File: config.mk
export PLATFORM = sky130hd
export DESIGN_NAME = direction_ctrl
export DESIGN_NICKNAME = d
export VERILOG_FILES = /design/src/rtl/direction_ctrl.sv
export SDC_FILE = /design/constraint.sdc
export NUM_CORES = 1
export LEC_CHECK = 0
export CAP_MARGIN = 10
export CORE_MARGIN = 3
export CORE_UTILIZATION = 35
export CTS_CLUSTER_DIAMETER = 50
export DETAILED_ROUTE_END_ITERATION = 8
export MAX_ROUTING_LAYER = met4
export PLACE_DENSITY_LB_ADDON = 0.3
export SLEW_MARGIN = 20
export SYNTH_ARGS = -nofsm -noshare
export SYNTH_HDL_FRONTEND = slang
export SYNTH_SLANG_ARGS = --single-unit
File: constraint.sdc
create_clock -name DIRECTION_CTRL_CLOCK_50 -period 5.7 [get_ports DIRECTION_CTRL_CLOCK_50]
set_input_delay 0.855 -clock DIRECTION_CTRL_CLOCK_50 [delete_from_list [all_inputs] [get_ports DIRECTION_CTRL_CLOCK_50]]
set_output_delay 0.855 -clock DIRECTION_CTRL_CLOCK_50 [all_outputs]
set_load 0.02 [all_outputs]
File: src/rtl/direction_ctrl.sv
// Multi-channel H-bridge direction controller: deadband decode of sign-magnitude
// setpoints plus a forced brake dead-time on every exit from a driving direction.
module direction_ctrl #(
  parameter int unsigned N_CHANNELS  = 4,
  parameter int unsigned N_DATAWIDTH = 17,
  parameter int unsigned N_DEADBAND  = 255,
  parameter int unsigned N_DEADTIME  = 50000,
  parameter int unsigned N_CNTWIDTH  = 16
) (
  input  logic                              DIRECTION_CTRL_CLOCK_50,
  input  logic                              DIRECTION_CTRL_RESET_InLow,
  input  logic                              DIRECTION_CTRL_ENABLE_InHigh,
  input  logic [N_CHANNELS*N_DATAWIDTH-1:0] DIRECTION_CTRL_W_InBus,
  output logic [2*N_CHANNELS-1:0]           DIRECTION_CTRL_CONTROL_OutBus,
  output logic [N_CHANNELS-1:0]             DIRECTION_CTRL_BUSY_OutBus
);

  typedef enum logic [1:0] {S_STOP, S_FWD, S_REV, S_DEAD} state_t;
  typedef enum logic [1:0] {REQ_ZERO, REQ_FWD, REQ_REV} req_t;

  localparam logic [N_DATAWIDTH-2:0] DEADBAND  = (N_DATAWIDTH-1)'(N_DEADBAND);
  localparam logic [N_CNTWIDTH-1:0]  CNT_LOAD  = N_CNTWIDTH'(N_DEADTIME - 1);
  localparam logic [1:0]             CODE_FWD  = 2'b01;
  localparam logic [1:0]             CODE_REV  = 2'b10;
  localparam logic [1:0]             CODE_STOP = 2'b11;

  for (genvar i = 0; i < N_CHANNELS; i++) begin : g_ch
    logic [N_DATAWIDTH-1:0] w;
    logic [N_DATAWIDTH-2:0] mag;
    logic                   sign;
    req_t                   req;
    state_t                 state;
    logic [N_CNTWIDTH-1:0]  cnt;
    logic [1:0]             control;
    logic                   busy;

    assign w    = DIRECTION_CTRL_W_InBus[i*N_DATAWIDTH +: N_DATAWIDTH];
    assign mag  = w[N_DATAWIDTH-2:0];
    assign sign = w[N_DATAWIDTH-1];

    // Negative zero falls into the deadband because only the magnitude is compared.
    always_comb begin
      req = REQ_ZERO;
      if (mag > DEADBAND) begin
        req = sign ? REQ_REV : REQ_FWD;
      end
    end

    // Outputs are registered alongside the state so they always match its Moore decode.
    always_ff @(posedge DIRECTION_CTRL_CLOCK_50 or negedge DIRECTION_CTRL_RESET_InLow) begin
      if (!DIRECTION_CTRL_RESET_InLow) begin
        state   <= S_STOP;
        cnt     <= '0;
        control <= CODE_STOP;
        busy    <= 1'b0;
      end else if (!DIRECTION_CTRL_ENABLE_InHigh) begin
        state   <= S_DEAD;
        cnt     <= CNT_LOAD;
        control <= CODE_STOP;
        busy    <= 1'b1;
      end else begin
        case (state)
          S_STOP: begin
            case (req)
              REQ_FWD: begin
                state   <= S_FWD;
                control <= CODE_FWD;
              end
              REQ_REV: begin
                state   <= S_REV;
                control <= CODE_REV;
              end
              default: ;
            endcase
          end
          S_FWD: begin
            if (req != REQ_FWD) begin
              state   <= S_DEAD;
              cnt     <= CNT_LOAD;
              control <= CODE_STOP;
              busy    <= 1'b1;
            end
          end
          S_REV: begin
            if (req != REQ_REV) begin
              state   <= S_DEAD;
              cnt     <= CNT_LOAD;
              control <= CODE_STOP;
              busy    <= 1'b1;
            end
          end
          S_DEAD: begin
            if (cnt != '0) begin
              cnt <= cnt - N_CNTWIDTH'(1);
            end else begin
              busy <= 1'b0;
              case (req)
                REQ_FWD: begin
                  state   <= S_FWD;
                  control <= CODE_FWD;
                end
                REQ_REV: begin
                  state   <= S_REV;
                  control <= CODE_REV;
                end
                default: begin
                  state   <= S_STOP;
                  control <= CODE_STOP;
                end
              endcase
            end
          end
          default: begin
            state   <= S_STOP;
            cnt     <= '0;
            control <= CODE_STOP;
            busy    <= 1'b0;
          end
        endcase
      end
    end

    assign DIRECTION_CTRL_CONTROL_OutBus[2*i +: 2] = control;
    assign DIRECTION_CTRL_BUSY_OutBus[i]           = busy;
  end

endmodule

* Word level (Yosys, flattened, before mapping) *
Index checks and enable logic that the tools add are counted.

cells by class
  $add $sub $neg = 4
  multipliers = 0
  div/mod/pow operators = 0
  order comparisons = 4
  equal/unequal tests = 52
  shift operators = 0
  muxes and demuxes = 92
  bitwise gates (word level) = 0
  reduce and logical (&&, ||, !) cells = 20

operators by type and width
  kind                                                   count
  two-way mux 16 bit                                     16
  one-hot mux 16 bit (3 select lines)                    4
  > comparator 16 x 8 -> 1 bit, second input constant    4
  two-way mux 2 bit                                      32
  one-hot mux 2 bit (4 select lines)                     8
  nonzero test 16 bit                                    4
  subtractor 16 x 1 -> 16 bit, second input constant     4
  inequality test 3 bit, second input constant           16
  one-hot mux 2 bit (2 select lines)                     12
  AND reduction 4 bit                                    12
  == test 2 bit, second input constant                   12
  == test 2 x 1 -> 1 bit, second input constant          8
  two-way mux 1 bit                                      16
  inequality test 4 x 1 -> 1 bit, second input constant  4
  inequality test 4 bit, second input constant           4
  one-hot mux 1 bit (3 select lines)                     4
  logical NOT 2 bit                                      4
  inequality test 2 x 1 -> 1 bit, second input constant  4
  inequality test 2 bit, second input constant           4

storage, ports and cells
  register bits = 84
  latch bits = 0
  RAM bits = 0
  memory bits (read-only) = 0
  input port bits = 71
  output and inout port bits = 12
  word-level logic and storage cells = 188
  memories = 0

* Logic depth before layout (Yosys ltp) *
Gate-level depths: netlist (run 1).

  word-level depth = 7
  mapped depth = 9
  mapped depth without buffers = 8

* Worst setup path before layout (run 1) *
Ideal clock, no wire load.

  kind = input port to flip-flop
  start = input port DIRECTION_CTRL_W_InBus[30]
  end = register g_ch[1].state[0]
  library setup time = 0.125 ns
  arrival time = 2.475 ns
  required time = 5.575 ns
  path slack = 3.100 ns
  cell stages on the path = 6
  path buffers = 0
  cell sequence = or4_1 nor2_1 nor2_1 a221o_1 nand2_1 mux2_2

between the ends
  word-level cells in the longest chain between the ends = 7
  elaborated cells between the ends (all ways) = 15
  classes of those cells = order compare (1); eq/ne (7); mux (6); reduce/logical (1)

ends and longest elaborated chain
  item                                                     RTL line  RTL
  start, declared                                          13        input logic [N_CHANNELS*N_DATAWIDTH-1:0] DIRECTION_CTRL_W_InBus,
  > comparator 16 x 8 -> 1 bit (*)                         44        if (mag > DEADBAND) begin
  two-way mux 2 bit (*)                                    44
  == test 2 bit or == test 2 x 1 -> 1 bit (tied branches)  64, 97
  one-hot mux 2 bit (2 select lines)                       97        case (req)
  two-way mux 2 bit                                        93        if (cnt != '0) begin
  one-hot mux 2 bit (4 select lines)                       62        case (state)
  two-way mux 2 bit                                        56        end else if (!DIRECTION_CTRL_ENABLE_InHigh) begin
  end signal, assigned                                     57        state <= S_DEAD;
  end signal, assigned                                     66        state <= S_FWD;
  end signal, assigned                                     99        state <= S_FWD;
  end, declared                                            32        state_t state;

Mark *: on every way between the ends. The rest lies on a longest branch, timed or not. The select of a mux whose other input is x is not followed.
A chain may end at the register's enable or synchronous reset.

* Final worst setup path (run 1) *
  start = input port DIRECTION_CTRL_W_InBus[10]
  end = register g_ch[0].cnt[4]

between the ends
  word-level cells in the longest chain between the ends = 5
  elaborated cells between the ends (all ways) = 7
  classes of those cells = order compare (1); eq/ne (4); mux (1); reduce/logical (1)

ends and longest elaborated chain
  item                                                                     RTL line  RTL
  > comparator 16 x 8 -> 1 bit (*)                                         44
  two-way mux 2 bit (*)                                                    44
  inequality test 2 bit or inequality test 2 x 1 -> 1 bit (tied branches)  85, 77
  inequality test 3 bit (no source line)                                   n/a
  AND reduction 4 bit (no source line) (*)                                 n/a
  end signal, assigned                                                     94        cnt <= cnt - N_CNTWIDTH'(1);
  end, declared                                                            33        logic [N_CNTWIDTH-1:0] cnt;

Mark *: on every way between the ends. The rest lies on a longest branch, timed or not.

==> reports/results.txt, run 1 <==
CP max-delay cell: nor4_1
Port Buf Inserts: 50
Total Routed Length: 11.0 mm
Area delta synth->final: 18.4%
Initial antenna violation count: 0
Core area: 14000 µm²
CP Capture Type: flop
Static Leakage: 2.36 nW
Final worst clock skew: 0.00584 ns
Cells after synthesis: 547
Layout cells sized above 1: 0.0819
CTS max path bufs: 2
Relative slew slack: 0.398
DRC: 0
TritonCTS clock tree: yes
Finished Core Util: 0.428
Design Power: 0.00169 W
Max Transition Viols Final: 0
TritonCTS Buffers: 9
Vias in the first global route: 4084
Combinational share of power: 0.261
First-pass detailed-route iteration total: 4
DRT iter0 DRCs: 249
Post-cts sizing count: 0
# IOs: 83
Chip Width: 126 µm
Syn_nets: 646
CP Buf/Inv Count: 1
DP Wirelength: 7.76 mm
Hold Fails Final Rpt: 0
Tot GR Track Use: 0.145
Row count: 43
# H-tree levels: 3
Ys async rst share: 1.00
#FFs+latches synth: 84
Clock power share: 0.328
Skew-Pair Late Insertion Delay: 0.34 ns
Routed vias: 4146
Maximum fanout along the worst path: 17
Sequential power share: 0.411
P per Cell Area: 281 nW/µm²
Routed vias/inst: 5.33
Final net count: 692
Synth Flop Type: dfrtp_1
Die Y: 126 µm
Sw Ratio: 0.317
Netlist cell types: 66
Crit path time final: 3.31 ns
Grt total ovfl: 0
Post-route ant nets: 0
Clock transition at path regs: 0.06 ns
Placer Congestion: 0.852
EDFF count, synth: 0
Critical path class: input pin to flop
Critical Path, Cell by Cell: clkdlybuf4s50_1 > nor4_1 > a21oi_1 > o21ai_2 > nand3_1 > or4_1 > a21oi_1
P_int: 0.00115 W
Avg Cell Area, Syn: 9.29 µm²
Unrepaired setup endpoints after global routing: no
# setup viols final: 0
Placed cell count: 762
Max Freq: 302 MHz
Clock sinks: 84
Hold buffers post-CTS: 0
Setup TNS: 0 ns
Fillcell total: 1336
Clk root buf: clkbuf_16
Arrival time of the worst setup path: 3.57 ns
Largest net degree at the start of global routing: 84
# diodes: 0
CP Data Required Time: 5.96 ns
Net Sw Power: 0.000536 W
Post-CTS setup buffer count: 0
Max-Cap Viols: 0
Peak VDD IR: 0.156 mV
HP Class: input pin to async pin
Worst-Margin Slew: 0.896 ns
DR WL/cell: 14.1 µm
Post-Syn Area: 5080 µm²
Slowest stage delay, CP: 0.60 ns
WHS: 0.283 ns
Non-Filler Instances: 778
First-pass GRT wire length: 18.8 mm
Worst path top cell family by delay: simple AND/OR/NAND/NOR gates
Die ar.: 16000 µm²
Starting Density: 0.362
Final period utilization: 0.580
Register area share after synthesis: 0.416
Most used cell, CP: a21oi_1
Yosys synthesis warning count: 0
Status: complete, no violations
Nature of the critical path startpoint: input pin
## cell usage after synthesis, drive strengths merged, types with 6 or more instances
cell / count / area, µm²
nand4: 18 / 119
mux2i: 6 / 60.1
clkbuf: 12 / 46.3
or3: 16 / 100
and2: 10 / 62.6
a21oi: 20 / 100
nand3: 29 / 145
mux2: 12 / 135
dfrtp: 76 / 1900
or4: 9 / 78.8
nor4: 18 / 119
ha: 28 / 350
nand2: 47 / 179
dfstp: 8 / 210
inv: 22 / 82.6
o21ai: 36 / 188
xor2: 33 / 289
a31oi: 6 / 37.5
nor3: 16 / 90.1
nor2: 54 / 203
## flip-flops by register name (all words and copies together) (netlist names)
name and flops:
g_ch.control 8, g_ch.busy 4, g_ch.state 8, g_ch.cnt 64
## metrics by stage
step	setup WS (ns)	cell area (µm²)
2_1_floorplan	3.10	5080
6_report	2.39	6010
3_5_place_dp	2.02	5740
5_1_grt	2.03	6010
4_1_cts	2.40	6010
3_3_place_gp	2.06	5740
## final timing paths
check / start / end / slack (ns) / cells past startpoint
max: DIRECTION_CTRL_W_InBus[10] / g_ch[0].cnt[4]$_DFFE_PN0P_ / 2.39 / 7
min: DIRECTION_CTRL_RESET_InLow / g_ch[1].busy$_DFFE_PN0P_ / 0.28 / 1
max reg2reg: g_ch[2].state[0]$_DFFE_PN0P_ / g_ch[2].cnt[8]$_DFFE_PN0P_ / 3.07 / 8
min reg2reg: g_ch[0].busy$_DFFE_PN0P_ / g_ch[0].busy$_DFFE_PN0P_ / 0.51 / 2
max in group asynchronous: DIRECTION_CTRL_RESET_InLow / g_ch[2].cnt[9]$_DFFE_PN0P_ / 4.51 / 2
min in group DIRECTION_CTRL_CLOCK_50: g_ch[0].busy$_DFFE_PN0P_ / g_ch[0].busy$_DFFE_PN0P_ / 0.51 / 2
## layout make-up
class	instances	area, µm²	share of cell area
clock buffer	14	264	0.0439
clock inverter	2	10.0	0.00166
inverter	22	82.6	0.0137
multi-input combinational	424	2800	0.466
sequential	84	2110	0.351
tap	180	225	0.0374
timing repair buffer	52	517	0.0859
## power groups by stage
stage / Sequential [W] / Clock, W / Combinational (W)
after CTS: 0.000695 / 0.000574 / 0.000442
after floorplan: 0.000711 / 0 / 0.000295
after global routing: 0.000703 / 0.000596 / 0.000496
after global placement: 0.000703 / 0 / 0.000429
final: 0.000695 / 0.000554 / 0.000440
after detailed placement: 0.000704 / 0 / 0.000440
## kinds of logic after synthesis
family          Yosys count  share of synthesized area
mux                      18                     0.0384
flops                    84                      0.416
simple gates            248                      0.263
buf+inv                  39                     0.0323
xor+xnor                 37                     0.0638
fa+ha+maj                28                     0.0690
compound gates           93                      0.117
## placed cells by master, fill, tap and decap left out, types with 3 or more instances in the layout
cell type and n:
nor2_1 54, a21oi_1 20, nand3_1 29, o21a_1 5
o31ai_1 4, nand2_1 46, and3_1 4, o21ai_1 3
and2_1 10, mux2_1 5, nand2b_1 5, nor4_1 17
a221o_1 3, or3_1 16, nand4_1 17, or4_4 3
ha_1 28, mux2i_1 6, dfstp_2 8, nor2b_1 3
clkbuf_16 9, nor3b_1 3, xnor2_1 4, clkdlybuf4s50_1 49
nor3_1 14, a31oi_1 6, or4_1 6, mux2_2 7
nand4b_1 5, clkbuf_1 3, o21ai_0 31, xor2_1 33
dfrtp_1 76, inv_1 22
## worst reg2reg max path, stage by stage (launching register included)
cell and delay [ns]:
dfrtp_1 0.41, inv_1 0.11, ha_1 0.20, mux2i_1 0.13, a21oi_1 0.09, o21ai_1 0.75
nand4_1 0.30, nor4_1 0.33, mux2i_1 0.22
## metal layers
layer | global-route usage | up-vias | routed length [µm]
li1 | - | 2061 | -
met1 | 0.173 | 2011 | 4960
met2 | 0.235 | 60 | 5410
met3 | 0.0442 | 14 | 412
met4 | 0.0454 | 0 | 189
met5 | - | - | 0
Power figures use the tool's default switching activity.
==> run 2, diff against run 1 <==
==> constraint.sdc (replaced) <==
create_clock -name DIRECTION_CTRL_CLOCK_50 -period 3.4 [get_ports DIRECTION_CTRL_CLOCK_50]
set_input_delay 0.51 -clock DIRECTION_CTRL_CLOCK_50 [delete_from_list [all_inputs] [get_ports DIRECTION_CTRL_CLOCK_50]]
set_output_delay 0.51 -clock DIRECTION_CTRL_CLOCK_50 [all_outputs]
set_load 0.02 [all_outputs]
==> run 2 against run 1 <==
Net effect:
- combinational power grew 70%
- wire length grew 0.25%
- critical path depth shrank 1
- register-to-register slack lost 2.2 ns
- final cell count grew 1.2%
- critical path type is now flop to flop
- largest power group unchanged
==> reports/results.txt, run 2 (synthesis results as in run 1) <==
Status: complete, no violations
Clock sinks: 84 (unchanged)
P_int: 0.00194 W (+68%)
R2r setup slk: 0.84 ns (-2.23 ns)
Most frequent cells in the layout: 76 x dfrtp_1, 54 x nor2_1, 49 x clkdlybuf4s50_1
Die ar.: 16000 µm² (unchanged)
Max Transition Viols Final: 0 (unchanged)
Row count: 43 (unchanged)
Sequential power share: 0.408 (-0.003)
Origin of the critical flop-to-flop path: g_ch[0].cnt[4]$_DFFE_PN0P_
Worst-Margin Slew: 0.822 ns (-0.0744 ns)
Sw Ratio: 0.318 (+0.000688)
Net Sw Power: 0.000905 W (+69%)
Most common cell after layout, fill and taps aside: dfrtp_1
Clock power share: 0.329 (about the same)
TritonCTS Buffers: 9 (unchanged)
Area of the multi-input gates: 2800 µm² (unchanged)
Largest regs: g_ch.cnt: 64 flops, g_ch.control: 8 flops, g_ch.state: 8 flops
Post-cts sizing count: 0 (unchanged)
Final net count: 700 (+1.2%)
Finished Core Util: 0.433 (+0.00517)
Critical Path, Cell by Cell: or4_1 > nor3_2 > nand4_1 > nand3_1 > or4_1 > a21oi_1
Fillcell total: 1318 (-1.3%)
Reg-to-Reg End: g_ch[0].cnt[4]$_DFFE_PN0P_
# setup viols final: 0 (unchanged)
Largest Register: g_ch.cnt
Nature of the critical path startpoint: flop
Unrepaired setup endpoints after global routing: no
CP max-delay cell: or4_1
Clock transition at path regs: 0.06 ns (about the same)
Reg area: 2110 µm² (unchanged)
WHS: 0.247 ns (-0.0361 ns)
Starting Density: 0.362 (unchanged)
Vias in the first global route: 4226 (+3.5%)
Area delta synth->final: 19.8%
Routed vias: 4122 (-0.58%)
Worst path top cell family by delay: simple AND/OR/NAND/NOR gates
Final period utilization: 0.752
DP Wirelength: 8.01 mm (+3.3%)
Setup TNS: 0 ns (unchanged)
CP Data Required Time: 3.60 ns (-2.36 ns)
Skew-Pair Late Insertion Delay: 0.34 ns (about the same)
Max Freq: 391 MHz
P per Cell Area: 468 nW/µm² (+67%)
DRT iter0 DRCs: 190 (-24%)
Arrival time of the worst setup path: 2.76 ns (-0.81 ns)
HP Class: input pin to async pin
Total Routed Length: 11.0 mm (+0.25%)
Slowest stage delay, CP: 0.57 ns (-0.03 ns)
CP Buf/Inv Count: 0 (-1)
Grt total ovfl: 0 (unchanged)
Layout cells sized above 1: 0.0990 (+0.0171)
Max reg flops: 64 (unchanged)
Tot GR Track Use: 0.146 (+0.00147)
Final worst clock skew: 0.00796 ns (+0.00212 ns)
Peak VDD IR: 0.237 mV (+52%)
Post-route ant nets: 0 (unchanged)
Crit path time final: 2.56 ns
Combinational share of power: 0.263 (+0.002)
DR WL/cell: 14.0 µm (-0.90%)
Initial antenna violation count: 1 (+1)
Max-Cap Viols: 0 (unchanged)
Clk root buf: clkbuf_16
# IOs: 83 (unchanged)
Port Buf Inserts: 50 (unchanged)
Relative slew slack: 0.452 (+0.0536)
First-pass detailed-route iteration total: 5 (+1)
Post-CTS setup buffer count: 0 (unchanged)
Chip Width: 126 µm (unchanged)
Routed vias/inst: 5.24 (-1.7%)
Maximum fanout along the worst path: 14 (-3)
TritonCTS clock tree: yes
Core area: 14000 µm² (unchanged)
DRC: 0 (unchanged)
Hold buffers post-CTS: 0 (unchanged)
# H-tree levels: 3 (unchanged)
Static Leakage: 2.41 nW (+1.8%)
CTS max path bufs: 2 (unchanged)
First-pass GRT wire length: 19.0 mm (+1.2%)
Die Y: 126 µm (unchanged)
Cells on worst reg2reg path: 6 (-2)
Hold Fails Final Rpt: 0 (unchanged)
Largest net degree at the start of global routing: 64 (-24%)
CP Capture Type: flop
Critical path class: flop to flop
Most used cell, CP: or4_1
Placer Congestion: 0.811 (-4.8%)
==> run 2: changes by cell type in the layout (fill, tap and decap cells not counted) <==
cell,change
clkbuf_1,-3
buf_4,+9
diode_2,+1
clkinvlp_4,+1
clkinv_4,+1
inv_6,+1
buf_6,-1
==> run 2: worst register-to-register path, stage by stage, from the launching register on <==
cell and delay, ns:
dfrtp_1 0.41, or4_1 0.57, nor3_2 0.29, nand4_1 0.53, nand3_1 0.40, or4_1 0.16
a21oi_1 0.06
==> run 2: worst max-delay path by stage <==
stage	startpoint	end	slack [ns]	depth (start not counted)
after detailed placement	DIRECTION_CTRL_W_InBus[49]	g_ch[2].cnt[8]$_DFFE_PN0P_	0.49	8
after global placement	DIRECTION_CTRL_W_InBus[49]	g_ch[2].cnt[8]$_DFFE_PN0P_	0.54	8
after global routing	g_ch[0].cnt[2]$_DFFE_PN0P_	g_ch[0].cnt[4]$_DFFE_PN0P_	0.65	6
after CTS	DIRECTION_CTRL_W_InBus[30]	g_ch[1].cnt[13]$_DFFE_PN0P_	0.86	7
final	g_ch[0].cnt[4]$_DFFE_PN0P_	g_ch[0].cnt[4]$_DFFE_PN0P_	0.84	6
after floorplan	DIRECTION_CTRL_W_InBus[30]	g_ch[1].state[0]$_DFFE_PN0P_	1.15	6
==> run 2: per-stage QoR <==
stage | setup WS, ns | total power [W] | area, µm² | cells
6_report | 0.845 | 0.00285 | 6090 | 787
5_1_grt | 0.647 | 0.00304 | 6090 | 787
4_1_cts | 0.863 | 0.00289 | 6080 | 786
3_5_place_dp | 0.494 | 0.00193 | 5800 | 770
3_3_place_gp | 0.543 | 0.00190 | 5800 | 770
2_1_floorplan | 1.15 | 0.00169 | 5080 | 547
==> run 2: cell type report <==
type | count | area share
Multi-Input combinational cell | 424 | 0.461
Clock buffer | 11 | 0.0415
Timing Repair Buffer | 60 | 0.0941
Clock inverter | 5 | 0.00576
Tap cell | 180 | 0.0370
Inverter | 22 | 0.0136
Sequential cell | 84 | 0.347
Antenna cell | 1 | 0.000411
==> run 2: routing by layer <==
metal	up-vias	routed length, µm	track usage
met2	36	5660	0.250
met3	8	272	0.0408
met4	0	122	0.0397
met5	-	0	-
met1	1999	4940	0.170
li1	2079	-	-
==> run 2: power by group through the flow <==
stage               clock network [W]  logic [W]  registers, W
finish                       0.000937   0.000749       0.00116
global route                  0.00101   0.000853       0.00118
CTS                          0.000968   0.000757       0.00116
detailed placement                  0   0.000752       0.00118
global placement                    0   0.000724       0.00118
floorplan                           0   0.000494       0.00119
